**config.mk**
```make
export PLATFORM = sky130hd
export DESIGN_NAME = rotary_input_decoder_flat
export DESIGN_NICKNAME = d
export VERILOG_FILES = /design/src/rtl/rotary_input_decoder_if.sv /design/src/rtl/rotary_input_decoder.sv /design/src/flat_wrapper.sv
export SDC_FILE = /design/constraint.sdc
export NUM_CORES = 1
export LEC_CHECK = 0
export ABC_AREA = 1
export CAP_MARGIN = 20
export CORE_MARGIN = 8
export CORE_UTILIZATION = 50
export CTS_CLUSTER_DIAMETER = 60
export DETAILED_ROUTE_END_ITERATION = 10
export PLACE_DENSITY = 0.67
export SYNTH_ARGS = -nofsm -noshare
export SYNTH_HDL_FRONTEND = slang
export SYNTH_SLANG_ARGS = --single-unit
```
**constraint.sdc**
```tcl
create_clock -name clk -period 2.5 [get_ports clk]
set_input_delay 0.375 -clock clk [delete_from_list [all_inputs] [get_ports clk]]
set_output_delay 0.375 -clock clk [all_outputs]
set_load 0.02 [all_outputs]
```
**src/rtl/rotary_input_decoder_if.sv**
```systemverilog
// Encoder pin and event bundle between the rotary front end and the LED controller.
// master = decoder side (consumes raw pins, drives events); slave = the opposite end.
interface rotary_input_decoder_if;
  logic enc_a;
  logic enc_b;
  logic enc_sw;
  logic rot_up;
  logic rot_dn;
  logic push;
  logic push_long;
  logic quad_err;

  modport master (
    input  enc_a, enc_b, enc_sw,
    output rot_up, rot_dn, push, push_long, quad_err
  );

  modport slave (
    output enc_a, enc_b, enc_sw,
    input  rot_up, rot_dn, push, push_long, quad_err
  );
endinterface

```
**src/rtl/rotary_input_decoder.sv**
```systemverilog
// Rotary encoder front end: synchronize + debounce A/B/switch, quadrature decode with detent accumulator.
// Define PUSH_LONG_EN to build the long-press detector; otherwise push_long is tied to 0.
module rotary_input_decoder #(
  parameter int DEBOUNCE_CYCLES   = 40000,
  parameter int STEPS_PER_DETENT  = 4,
  parameter int LONG_PRESS_CYCLES = 40000000
) (
  input  logic                          clk,
  input  logic                          res,
  rotary_input_decoder_if.master        bus
);

  localparam int                      CNT_W    = $clog2(DEBOUNCE_CYCLES + 1);
  localparam logic [CNT_W-1:0]        DB_LAST  = CNT_W'(DEBOUNCE_CYCLES - 1);
  localparam logic signed [3:0]       STEP_POS = 4'(STEPS_PER_DETENT);
  localparam logic signed [3:0]       STEP_NEG = -STEP_POS;

  if (DEBOUNCE_CYCLES < 1 ||
      !(STEPS_PER_DETENT == 1 || STEPS_PER_DETENT == 2 || STEPS_PER_DETENT == 4) ||
      LONG_PRESS_CYCLES < 1) begin : g_bad_params
    $error("rotary_input_decoder: illegal parameter value");
  end

  // Pin index: 0 = A, 1 = B, 2 = switch (active-low)
  logic [2:0]       pins;
  logic [2:0]       sync1_q, sync1_d;
  logic [2:0]       sync2_q, sync2_d;
  logic [2:0]       stable_q, stable_d;
  logic [CNT_W-1:0] cnt_q [3];
  logic [CNT_W-1:0] cnt_d [3];

  logic [1:0]        q;
  logic [1:0]        prev_q, prev_d;
  logic signed [3:0] acc_q, acc_d;
  logic signed [3:0] acc_inc, acc_dec;
  logic              sw_prev_q, sw_prev_d;
  logic              rot_up_q, rot_up_d;
  logic              rot_dn_q, rot_dn_d;
  logic              push_q, push_d;
  logic              quad_err_q, quad_err_d;

  assign pins    = {bus.enc_sw, bus.enc_b, bus.enc_a};
  assign q       = {stable_q[0], stable_q[1]};
  assign acc_inc = acc_q + 4'sd1;
  assign acc_dec = acc_q - 4'sd1;

  // Position of a state along the clockwise cycle 11 -> 01 -> 00 -> 10.
  function automatic logic [1:0] gray_pos(input logic [1:0] s);
    case (s)
      2'b11:   gray_pos = 2'd0;
      2'b01:   gray_pos = 2'd1;
      2'b00:   gray_pos = 2'd2;
      default: gray_pos = 2'd3;
    endcase
  endfunction

  always_comb begin
    sync1_d  = pins;
    sync2_d  = sync1_q;
    stable_d = stable_q;
    for (int i = 0; i < 3; i++) begin
      cnt_d[i] = '0;
      if (sync2_q[i] != stable_q[i]) begin
        if (cnt_q[i] == DB_LAST) stable_d[i] = sync2_q[i];
        else                     cnt_d[i]    = cnt_q[i] + CNT_W'(1);
      end
    end
  end

  always_comb begin
    prev_d     = prev_q;
    acc_d      = acc_q;
    rot_up_d   = 1'b0;
    rot_dn_d   = 1'b0;
    quad_err_d = 1'b0;
    sw_prev_d  = stable_q[2];
    push_d     = sw_prev_q & ~stable_q[2];
    if (q != prev_q) begin
      prev_d = q;
      if ((q ^ prev_q) == 2'b11) begin
        quad_err_d = 1'b1;
        acc_d      = '0;
      end else if (gray_pos(q) == gray_pos(prev_q) + 2'd1) begin
        if (acc_inc == STEP_POS) begin
          rot_up_d = 1'b1;
          acc_d    = '0;
        end else begin
          acc_d = acc_inc;
        end
      end else begin
        if (acc_dec == STEP_NEG) begin
          rot_dn_d = 1'b1;
          acc_d    = '0;
        end else begin
          acc_d = acc_dec;
        end
      end
      // Landing on the detent without an event realigns the accumulator.
      if (q == 2'b11 && !rot_up_d && !rot_dn_d) acc_d = '0;
    end
  end

  always_ff @(posedge clk) begin
    if (res) begin
      sync1_q    <= '1;
      sync2_q    <= '1;
      stable_q   <= '1;
      cnt_q      <= '{default: '0};
      prev_q     <= 2'b11;
      acc_q      <= '0;
      sw_prev_q  <= 1'b1;
      rot_up_q   <= 1'b0;
      rot_dn_q   <= 1'b0;
      push_q     <= 1'b0;
      quad_err_q <= 1'b0;
    end else begin
      sync1_q    <= sync1_d;
      sync2_q    <= sync2_d;
      stable_q   <= stable_d;
      cnt_q      <= cnt_d;
      prev_q     <= prev_d;
      acc_q      <= acc_d;
      sw_prev_q  <= sw_prev_d;
      rot_up_q   <= rot_up_d;
      rot_dn_q   <= rot_dn_d;
      push_q     <= push_d;
      quad_err_q <= quad_err_d;
    end
  end

  assign bus.rot_up   = rot_up_q;
  assign bus.rot_dn   = rot_dn_q;
  assign bus.push     = push_q;
  assign bus.quad_err = quad_err_q;

`ifdef PUSH_LONG_EN
  localparam int                HOLD_W   = $clog2(LONG_PRESS_CYCLES + 1);
  localparam logic [HOLD_W-1:0] HOLD_MAX = HOLD_W'(LONG_PRESS_CYCLES);

  logic [HOLD_W-1:0] hold_q, hold_d;
  logic              push_long_q, push_long_d;

  // Counter saturates at HOLD_MAX so the long-press pulse fires once per hold.
  always_comb begin
    hold_d      = '0;
    push_long_d = 1'b0;
    if (!stable_q[2]) begin
      hold_d = hold_q;
      if (hold_q != HOLD_MAX) begin
        hold_d      = hold_q + HOLD_W'(1);
        push_long_d = (hold_d == HOLD_MAX);
      end
    end
  end

  always_ff @(posedge clk) begin
    if (res) begin
      hold_q      <= '0;
      push_long_q <= 1'b0;
    end else begin
      hold_q      <= hold_d;
      push_long_q <= push_long_d;
    end
  end

  assign bus.push_long = push_long_q;
`else
  assign bus.push_long = 1'b0;
`endif

endmodule

```
**src/flat_wrapper.sv**
```systemverilog
// flat-port wrapper written by rule: the top's interface ports become plain ports
module rotary_input_decoder_flat 
#(
  parameter int DEBOUNCE_CYCLES   = 40000,
  parameter int STEPS_PER_DETENT  = 4,
  parameter int LONG_PRESS_CYCLES = 40000000
)
  (clk, res, bus_enc_a, bus_enc_b, bus_enc_sw, bus_rot_up, bus_rot_dn, bus_push, bus_push_long, bus_quad_err);
  rotary_input_decoder_if bus_i ();
  input  logic clk;
  input  logic res;
  input wire logic [$bits(bus_i.enc_a)-1:0] bus_enc_a;
  input wire logic [$bits(bus_i.enc_b)-1:0] bus_enc_b;
  input wire logic [$bits(bus_i.enc_sw)-1:0] bus_enc_sw;
  output wire logic [$bits(bus_i.rot_up)-1:0] bus_rot_up;
  output wire logic [$bits(bus_i.rot_dn)-1:0] bus_rot_dn;
  output wire logic [$bits(bus_i.push)-1:0] bus_push;
  output wire logic [$bits(bus_i.push_long)-1:0] bus_push_long;
  output wire logic [$bits(bus_i.quad_err)-1:0] bus_quad_err;
  assign bus_i.enc_a = bus_enc_a;
  assign bus_i.enc_b = bus_enc_b;
  assign bus_i.enc_sw = bus_enc_sw;
  assign bus_rot_up = bus_i.rot_up;
  assign bus_rot_dn = bus_i.rot_dn;
  assign bus_push = bus_i.push;
  assign bus_push_long = bus_i.push_long;
  assign bus_quad_err = bus_i.quad_err;
  rotary_input_decoder #(.DEBOUNCE_CYCLES(DEBOUNCE_CYCLES), .STEPS_PER_DETENT(STEPS_PER_DETENT), .LONG_PRESS_CYCLES(LONG_PRESS_CYCLES)) u_core (.clk(clk), .res(res), .bus(bus_i));
endmodule
```
==> impl_metrics.toml <==
[logic_synthesis]
synth.lib_cells_used.distinct = 32
syn-cell-area_um2 = 3280
dominant_cells_by_area_after_synthesis = "dfxtp_1, nand2_1, inv_1, nor2_1, nand3_1"
async_reset_ff_share_pct = 0
yosys_register_bits = 68
synth_ff_type = "dfxtp_1"
number_of_warnings_issued_by_yosys = 0
postSynthAreaPerCell_um2 = 7.36
top_area_cell_type_share_of_the_netlist_area_pct = 41.5
post_synth_inst_count = 446
synth-edff-count = 0
synthDominantAreaCellType = "dfxtp_1"
syn_nets = 462
synth.yosys.seq_area_share_pct = 41.5

[timing]
finalHoldViolCount = 0
portion_of_the_clock_cycle_consumed_by_the_worst_path_in_the_final_layout_pct = 76.6
fmax_ghz = 0.522
setup_viol = 0
fin_crit_ns = 1.91
fin_tns_setup_ns = 0
slew_violations = 0
grt_setup_unrepaired = "no"
clock_skew_ns = 0.00895

[floorplanning]
ioPinCount = 10
std_cell_rows = 29
initial_core_utilization_pct = 51.7
die_w_um = 97
core_region_area_um2 = 6350
floorplan.die.height_um = 97
dieArea_um2 = 9410

[setup_path]
crit-reg2reg-capture = "u_core.cnt_q[3]"
worst-r2r-setup-slack_ns = 0.59
path_common_cell = "nand2_1"
critPathKind = "flip-flop to flip-flop"
path_cells = "ha_1 > nand3_1 > nor2_1 > nand2_1 > inv_1 > nand3_1 > nand2_1 > inv_1 > nand2_1 > nor2_1"
critical-path-top-delay-family = "simple AND/OR/NAND/NOR gates"
crit_path_start = "u_core.cnt_q[0]"
cp_slowest_stage_delay_ns = 0.35
cpMaxStageDelayCell = "dfxtp_1"
arrival_time_at_the_worst_endpoint_ns = 2.14
worst_r2r_path_depth = 10
worstPathMaxFanout = 11
timing.critical_path.buf_inv = 2
rr_startpoint = "u_core.cnt_q[0]"
worstSetupStartpointType = "flip-flop"
worst-endpoint-required_ns = 2.73
cp-end-kind = "flip-flop"

[place]
place_area_um2 = 3430
place_hpwl_um = 4140
gp_congestion = 0.819
place.port_buffers = 8

[drt]
post_route_drc = 0
dr_wl_cell_um = 10.4
route.detailed.vias_per_inst = 4.82
num_vias = 2615
drt_wl_total_um = 5640
detailedRoute.firstIterationViolations = 63
antenna_left = 0
drt_pass1_iterations = 4

[final_layout]
final_nets = 476
postLayoutCellArea_um2 = 3610
finish.utilization_pct = 56.8
layout.filler_cells = 581
area.sequential_um2 = 1360
area.growth.synth_to_final_pct = 9.99
antennaDiodeCount = 0
post_route_cells_drive_above_1_share_pct = 9.89
total_area_of_multi_input_combinational_cells_um2 = 1630

[run_status]
run_status = "finished clean"

[clock_network]
tritoncts = "yes"
number_of_clock_sinks = 68
ctsResizeCount = 0
cts_made_buffers = 9
cts_root_buf = "clkbuf_8"
cts_post_setup_buffers_inserted = 0
clock_insertion_delay_worst_skew_ns = 0.34
h-tree-depth = 3
ctsLongestPathBuffers = 2
cts.hold.buffers_added = 0
clk_pin_slew_ns = 0.06

[power_and_ir_drop]
vdd.ir_drop.worst_mv = 0.402
powerDensity_nw_per_um2 = 545
power.static_leakage_nw = 1.51
total_power_mw = 1.97

[global_routing]
maximum_number_of_pins_on_one_net_before_global_route_repair = 17
vias_in_the_first_global_route = 2413
grt_use_total_pct = 12.8
number_of_antenna_violations_at_the_first_check_in_global_routing = 0
grt.overflow.total = 0
grt_first_pass_wirelength_um = 10200

[worst_hold_path]
min_from = "u_core.sync1_q[1]"
min_path_type = "flip-flop to flip-flop"
hold_end = "u_core.sync2_q[1]"
whs_path_depth = 1

[job]
max_cap_viols = 0
## area by class of cell
cell class / count / area share (%)
multi-input combinational: 304 / 45.2
sequential: 68 / 37.7
clock inverter: 2 / 0.971
clock buffer: 14 / 3.95
tap: 77 / 2.67
inverter: 68 / 7.07
timing repair buffer: 9 / 2.43
## Yosys cell counts (all sizes together) (2+ instances only)
| master | count |
|---|---|
| nand2 | 96 |
| dfxtp | 68 |
| inv | 68 |
| nor2 | 62 |
| nand3 | 36 |
| a21oi | 21 |
| nor3 | 15 |
| xor2 | 13 |
| or2 | 12 |
| ha | 11 |
| nand4 | 10 |
| o21ai | 10 |
| nor3b | 8 |
| buf | 5 |
| a31oi | 2 |
| nor4 | 2 |
| xnor2 | 2 |
## kinds of logic (layout without fill, tap and decap cells)
kind of cell	count (synthesis)	count (layout)	synth area share, %
xor gates and xnor gates	15	15	4.00
DFF	68	68	41.5
AOI/OAI and AO/OA	35	35	5.61
other	1	1	0.114
and+or+nand+nor	242	242	35.8
buffers and inverters	74	93	8.81
adders and majority gates	11	11	4.20
## power by group
group          internal [mW]  switching (mW)  total (mW)
Combinational         0.0126          0.0181      0.0307
Clock                  0.462           0.382       0.844
Sequential              1.09         0.00252        1.09
Total                   1.56           0.403        1.97
## cells in the final DEF, fill, tap and decap left out, types with 4 or more instances in the layout
cell type        instances
clkbuf_8                 9
clkbuf_1                 5
nor2_2                   5
nor2_1                  52
nand3_2                  5
ha_1                    11
nand3_1                 31
xor2_1                  13
nand2_2                  4
o21ai_0                 10
nor3_1                  14
inv_1                   67
clkdlybuf4s50_1          8
or2_2                   10
nand4_1                 10
nor3b_1                  7
nand2_1                 91
nor2_4                   5
dfxtp_1                 68
a21oi_1                 21
## worst max-delay path by stage
stage / end / slack, ns / cells after the start
4_1_cts: u_core.cnt_q[11] / 0.55 / 10
5_1_grt: u_core.cnt_q[11] / 0.36 / 10
2_1_floorplan: u_core.acc_q[1] / 0.87 / 9
3_5_place_dp: u_core.cnt_q[11] / 0.56 / 10
3_3_place_gp: u_core.cnt_q[12] / 0.60 / 8
6_report: u_core.cnt_q[3] / 0.59 / 10
## layer usage
metal / vias to the layer above / part of all wire, % / track usage [%]
met5: - / 0 / 0
met2: 30 / 43 / 20.1
met4: 0 / 1.5 / 4.97
met3: 7 / 3.5 / 4.48
met1: 1146 / 52 / 15.5
li1: 1432 / - / -
## metrics by stage
step | cells | setup WS, ns | hold slack (ns)
floorplan | 446 | 0.869 | 0.389
global placement | 526 | 0.602 | 0.392
detailed placement | 526 | 0.561 | 0.394
CTS | 542 | 0.549 | 0.409
global route | 542 | 0.365 | 0.420
finish | 542 | 0.585 | 0.409
## sequential cells by signal (all words and copies together), names as in the netlist
signal / count
u_core.acc_q: 4
u_core.stable_q: 3
u_core.bus.rot_dn: 1
u_core.cnt_q: 48
u_core.bus.rot_up: 1
u_core.bus.push: 1
u_core.sw_prev_q: 1
u_core.bus.quad_err: 1
u_core.sync1_q: 3
u_core.prev_q: 2
u_core.sync2_q: 3
No activity file was read; power rests on OpenSTA's default activity.
